### src/rtl/ll_pkg.sv
// Shared linked-list interface types: request/response opcodes, field widths and bundled structs.
package ll_pkg;

  localparam int PTR_WD     = 8;
  localparam int WR_DATA_WD = 8;

  typedef enum logic [2:0] {
    REQ_NOP,
    READ_NODE,
    WRITE_NODE,
    PUSH_HEAD,
    PUSH_TAIL,
    POP_HEAD
  } t_req_types;

  typedef enum logic [1:0] {
    RESP_NOP,
    RD_NODE_DATA,
    WR_DONE,
    ERROR
  } t_resp_types;

  typedef struct packed {
    t_req_types            rtype;
    logic [PTR_WD-1:0]     pos;
    logic [WR_DATA_WD-1:0] data;
  } t_ll_req;

  typedef struct packed {
    t_resp_types           rtype;
    logic [WR_DATA_WD-1:0] data;
    logic                  data_vld;
  } t_ll_resp;

endpackage

### src/rtl/ll_rr_arbiter.sv
// Combinational round-robin pick: first set request at or after ptr, wrapping.
module ll_rr_arbiter #(
  parameter int N  = 4,
  parameter int IW = 2
) (
  input  logic [N-1:0]  req,
  input  logic [IW-1:0] ptr,
  output logic [N-1:0]  gnt_oh,
  output logic [IW-1:0] gnt_idx,
  output logic          gnt_any
);

  int j;

  always_comb begin
    gnt_oh  = '0;
    gnt_idx = '0;
    gnt_any = 1'b0;
    j       = 0;
    for (int i = 0; i < N; i++) begin
      j = int'(ptr) + i;
      if (j >= N) j = j - N;
      if (!gnt_any && req[j]) begin
        gnt_any   = 1'b1;
        gnt_oh[j] = 1'b1;
        gnt_idx   = IW'(j);
      end
    end
  end

endmodule

### src/rtl/ll_req_arbiter.sv
// Round-robin share of the ll request/response controller among N_CLIENTS, one transaction in flight.
// Optional per-client grant counters: define LL_ARB_GRANT_CNT_EN.
module ll_req_arbiter
  import ll_pkg::*;
#(
  parameter int N_CLIENTS = 4,
  parameter int CNT_WD    = 16
) (
  input  logic                                  clk,
  input  logic                                  reset_n,
  input  logic        [N_CLIENTS-1:0]           cl_req_vld,
  input  t_req_types  [N_CLIENTS-1:0]           cl_req_type,
  input  logic        [N_CLIENTS-1:0][PTR_WD-1:0]     cl_req_pos,
  input  logic        [N_CLIENTS-1:0][WR_DATA_WD-1:0] cl_req_data,
  output logic        [N_CLIENTS-1:0]           cl_req_rdy,
  output logic        [N_CLIENTS-1:0]           cl_resp_vld,
  output t_resp_types                           cl_resp_type,
  output logic        [WR_DATA_WD-1:0]          cl_resp_data,
  output logic                                  cl_resp_data_vld,
  input  logic        [N_CLIENTS-1:0]           cl_resp_taken,
  output logic                                  dn_req_vld,
  output t_req_types                            dn_req_type,
  output logic        [PTR_WD-1:0]              dn_req_pos,
  output logic        [WR_DATA_WD-1:0]          dn_req_data,
  input  logic                                  dn_intf_ready,
  input  logic                                  dn_resp_vld,
  input  t_resp_types                           dn_resp_type,
  input  logic        [WR_DATA_WD-1:0]          dn_resp_data,
  input  logic                                  dn_resp_data_vld,
  output logic                                  dn_resp_taken,
  output logic        [N_CLIENTS-1:0][CNT_WD-1:0] grant_cnt
);

  localparam int IW = (N_CLIENTS > 1) ? $clog2(N_CLIENTS) : 1;

  typedef enum logic [1:0] {ARB, ISSUE, WAIT_RESP, RETURN} t_arb_state;

  t_arb_state           state;
  logic [IW-1:0]        rr_ptr, owner, gnt_idx;
  logic [N_CLIENTS-1:0] gnt_oh;
  logic                 gnt_any, grant;
  t_ll_req              req_q;
  t_ll_resp             resp_q;

  ll_rr_arbiter #(.N(N_CLIENTS), .IW(IW)) u_rr (
    .req     (cl_req_vld),
    .ptr     (rr_ptr),
    .gnt_oh  (gnt_oh),
    .gnt_idx (gnt_idx),
    .gnt_any (gnt_any)
  );

  // Strobes are combinational; gating with reset_n keeps every output quiet while reset is held.
  assign grant         = reset_n && (state == ARB) && gnt_any;
  assign cl_req_rdy    = grant ? gnt_oh : '0;
  assign dn_resp_taken = reset_n && (state == WAIT_RESP) && dn_resp_vld;

  assign dn_req_type      = req_q.rtype;
  assign dn_req_pos       = req_q.pos;
  assign dn_req_data      = req_q.data;
  assign cl_resp_type     = resp_q.rtype;
  assign cl_resp_data     = resp_q.data;
  assign cl_resp_data_vld = resp_q.data_vld;

  always_ff @(posedge clk) begin
    if (!reset_n) begin
      state       <= ARB;
      rr_ptr      <= '0;
      owner       <= '0;
      req_q       <= '0;
      resp_q      <= '0;
      dn_req_vld  <= 1'b0;
      cl_resp_vld <= '0;
    end else begin
      case (state)
        ARB: if (grant) begin
          owner      <= gnt_idx;
          req_q      <= '{rtype: cl_req_type[gnt_idx], pos: cl_req_pos[gnt_idx],
                          data: cl_req_data[gnt_idx]};
          rr_ptr     <= (gnt_idx == IW'(N_CLIENTS-1)) ? '0 : gnt_idx + 1'b1;
          dn_req_vld <= 1'b1;
          state      <= ISSUE;
        end
        ISSUE: if (dn_intf_ready) begin
          dn_req_vld <= 1'b0;
          state      <= WAIT_RESP;
        end
        WAIT_RESP: if (dn_resp_vld) begin
          resp_q      <= '{rtype: dn_resp_type, data: dn_resp_data, data_vld: dn_resp_data_vld};
          cl_resp_vld <= N_CLIENTS'(1) << owner;
          state       <= RETURN;
        end
        RETURN: if (cl_resp_taken[owner]) begin
          cl_resp_vld <= '0;
          state       <= ARB;
        end
        default: state <= ARB;
      endcase
    end
  end

`ifdef LL_ARB_GRANT_CNT_EN
  logic [N_CLIENTS-1:0][CNT_WD-1:0] cnt_q;

  always_ff @(posedge clk) begin
    if (!reset_n)
      cnt_q <= '0;
    else if (grant && (cnt_q[gnt_idx] != '1))
      cnt_q[gnt_idx] <= cnt_q[gnt_idx] + 1'b1;
  end

  assign grant_cnt = cnt_q;
`else
  assign grant_cnt = '0;
`endif

endmodule

### config.mk
export PLATFORM = sky130hd
export DESIGN_NAME = ll_req_arbiter
export DESIGN_NICKNAME = d
export VERILOG_FILES = /design/src/rtl/ll_pkg.sv /design/src/rtl/ll_rr_arbiter.sv /design/src/rtl/ll_req_arbiter.sv
export SDC_FILE = /design/constraint.sdc
export NUM_CORES = 1
export LEC_CHECK = 0
export CORE_MARGIN = 2
export CORE_UTILIZATION = 35
export CTS_CLUSTER_SIZE = 40
export DETAILED_ROUTE_END_ITERATION = 8
export GPL_ROUTABILITY_DRIVEN = 0
export GPL_TIMING_DRIVEN = 0
export MAX_ROUTING_LAYER = met4
export PLACE_DENSITY = 0.73
export SYNTH_ARGS = -nofsm -noshare
export SYNTH_HDL_FRONTEND = slang
export SYNTH_SLANG_ARGS = --single-unit
### constraint.sdc
create_clock -name clk -period 3.4 [get_ports clk]
set_input_delay 0.68 -clock clk [delete_from_list [all_inputs] [get_ports clk]]
set_output_delay 0.68 -clock clk [all_outputs]
set_load 0.005 [all_outputs]
==> results.toml <==
[run_status]
status = "finished, final reports clean"

[synth]
synth_top_area_cell = "dfxtp_1"
synth_top_cells_by_area = "dfxtp_1 (22%), buf_4 (13%), nand2_1 (6.6%)"
ys_ff_latch = 41
synth_cell_types = 62
yosysSeqAreaShare = 0.2195
synth_area_um2 = 3740
synth_area_per_cell_um2 = 7.940
synth-main-ff-cell = "dfxtp_1"
synthCells = 471
yosys.area.top_type_share = 0.2195
synth-edff-count = 0
ys.warnings.count = 0
async_reset_ff_frac = 0

[worst_setup_path]
crit_type = "reg2out"
critPathMaxFanout = 4
ff2ff_path_depth = 14
worst_ep_required_time_ns = 2.72
crit_start = "rr_ptr[0]"
end_kind = "primary output"
path_cells = "clkinvlp_4 -> ha_4 -> mux4_2 -> buf_6 -> a22oi_2 -> nor2_1 -> a221oi_1 -> nor2_1 -> dlygate4sd2_1"
cpMaxStageDelayCell = "mux4_2"
reg2reg_to = "rr_ptr[0]"
worstPathArrival_ns = 2.63
cp-start-kind = "register"
crit_path_end = "cl_req_rdy[3]"
cpLargestDelayFamily = "multiplexers"
r2r_start = "rr_ptr[0]"
max_stage_delay_ns = 0.58
timing.critical_path.buf_inv = 3
cp.depth = 9
regToRegSetupSlack_ns = 0.36
cpMostUsedCell = "nor2_1"

[sta]
slew_headroom = 0.3218
fmax_mhz = 302.2
skew_ns = 0.008920
worst_pin_slew_ns = 1.004
hold_viol_final = 0
fin_ws_ns = 0.09064
slew_violations = 0
fin_crit_ns = 3.309
setup_violations = 0
fin_crit_sh = 0.9733

[cts]
clk_pin_slew_ns = 0.09
tritoncts = "yes"
cts_hold_buf = 0
clock_path_buffers = 2
cts_root_buf = "clkbuf_8"
cts_made_buffers = 5
clock_sinks = 41
htree_levels = 2
clk_latency_ns = 0.30

[floorplan]
pin_count = 203
rows = 37
core-area_um2 = 10370
initial_core_util = 0.3606
die_y_um = 107.4
fp.dieW_um = 107.4
die_area_um2 = 11530

[cells_and_area]
mostFrequentLayoutCell = "clkdlybuf4s50_1"
final_cell_mix = "clkdlybuf4s50_1 (130), buf_4 (75), nand2_1 (65)"
area_delta_synth_final_pct = 55.60
fill_cells = 963
finalNetCount = 796
final_core_util = 0.5612
diodes = 0
fin_area_um2 = 5819
drive_gt1_frac = 0.2052

[route]
drt_iter0_markers = 245
ant_nets = 0
drc_errors = 0
viasPerCell = 5.261
routed_wl_um = 13100
wl_per_cell_um = 15.92
num_vias = 4330
drt_first_pass_iters = 5

[place]
dp_hpwl_um = 10020
pre_cts_slack_ns = -0.7782
numPortBuffers = 138
place_area_um2 = 5528

[hold_path]
hold_class = "reg2reg"
hold_depth = 2
worstHoldStart = "cl_resp_data[2]"

[power_and_ir_drop]
leakage_uw = 0.002399
vdd_drop_max_v = 0.0002983
power_density_nw_per_um2 = 621.6

[job]
drv_cap = 0

[global_routing]
antenna_found_initial = 0
grt_pass1_wl_um = 20400
globalRoute.totalOverflow = 0
grt.total_usage = 0.2262
first_global_vias = 4282
grt_max_degree = 20
[worst min-delay path, cell delays in order, from the launching register on]
cell	delay (ns)
dfxtp_1	0.32
nand2_1	0.05
a21oi_1	0.05
[worst min path at each step]
| stage | end | slack, ns |
|---|---|---|
| 4_1_cts | cl_resp_data[2] | 0.46 |
| 3_3_place_gp | cl_resp_data_vld | 0.44 |
| 3_5_place_dp | cl_resp_vld[1] | 0.45 |
| 5_1_grt | cl_resp_type[1] | 0.48 |
| 2_1_floorplan | cl_resp_vld[1] | 0.45 |
| 6_report | cl_resp_data[2] | 0.46 |
[stage by stage]
| step | hold slack (ns) | instances | power, uW | setup TNS (ns) |
|---|---|---|---|---|
| after floorplan | 0.4482 | 534 | 2278 | 0 |
| after global placement | 0.4429 | 808 | 2993 | -2.958 |
| after detailed placement | 0.4493 | 808 | 3077 | -3.516 |
| after CTS | 0.4625 | 821 | 3554 | -0.01486 |
| after global routing | 0.4815 | 823 | 3875 | -0.002472 |
| final | 0.4620 | 823 | 3617 | 0 |
[sequential cells by signal, summed over array words and instances (netlist names), 2 cells and up]
register and flops:
cl_resp_data 8, dn_req_data 8, dn_req_pos 8, cl_resp_vld 4, dn_req_type 3, cl_resp_type 2
owner 2, rr_ptr 2, state 2
[layout make-up]
| cell class | count | area, um2 | share of cell area |
|---|---|---|---|
| Buffer | 99 | 748.2 | 0.1286 |
| Multi-Input combinational cell | 381 | 2477 | 0.4257 |
| Inverter | 9 | 37.54 | 0.006450 |
| Sequential cell | 41 | 828.3 | 0.1423 |
| Clock buffer | 6 | 82.58 | 0.01419 |
| Timing Repair Buffer | 149 | 1461 | 0.2511 |
| Tap cell | 136 | 170.2 | 0.02924 |
| Clock inverter | 2 | 13.76 | 0.002365 |
[report_power, final]
| group | internal (uW) | total [uW] | switching (uW) |
|---|---|---|---|
| combinational | 1170 | 2530 | 1370 |
| clock | 165 | 356 | 191 |
| sequential | 622 | 729 | 107 |
| total | 1950 | 3620 | 1660 |
[metal layers]
| layer | wire length (um) | track usage | vias up |
|---|---|---|---|
| li1 | - | - | 2068 |
| met1 | 5100 | 0.2524 | 1953 |
| met4 | 522 | 0.1081 | 0 |
| met5 | 0 | - | - |
| met2 | 6382 | 0.3969 | 261 |
| met3 | 1098 | 0.03269 | 48 |
[timing repair]
item | in CTS | in global routing
gates resized for setup | 37 | 8
endpoints found under the setup margin | 6 | 5
setup buffers | 9 | 2
pin swaps | 0 | 1
gates cloned | 0 | 0
[kinds of logic after synthesis]
kind of cell / count (synthesis) / synth area share
compound gates: 139 / 0.2864
simple gates: 150 / 0.1961
fa+ha+maj: 11 / 0.03680
buf+inv: 112 / 0.1991
other cells: 1 / 0.001003
flops: 41 / 0.2195
mux: 17 / 0.06122
[Yosys cell counts, types with 13 or more instances]
| master | count |
|---|---|
| nand2_1 | 66 |
| o221ai_1 | 14 |
| a32oi_1 | 13 |
| nor2_1 | 21 |
| buf_4 | 67 |
| o31ai_1 | 14 |
| a221oi_1 | 17 |
| nand3_1 | 28 |
| a21oi_1 | 23 |
| dfxtp_1 | 41 |
| a21o_1 | 13 |
| clkbuf_1 | 14 |
No activity file was read; power rests on OpenSTA's default activity.
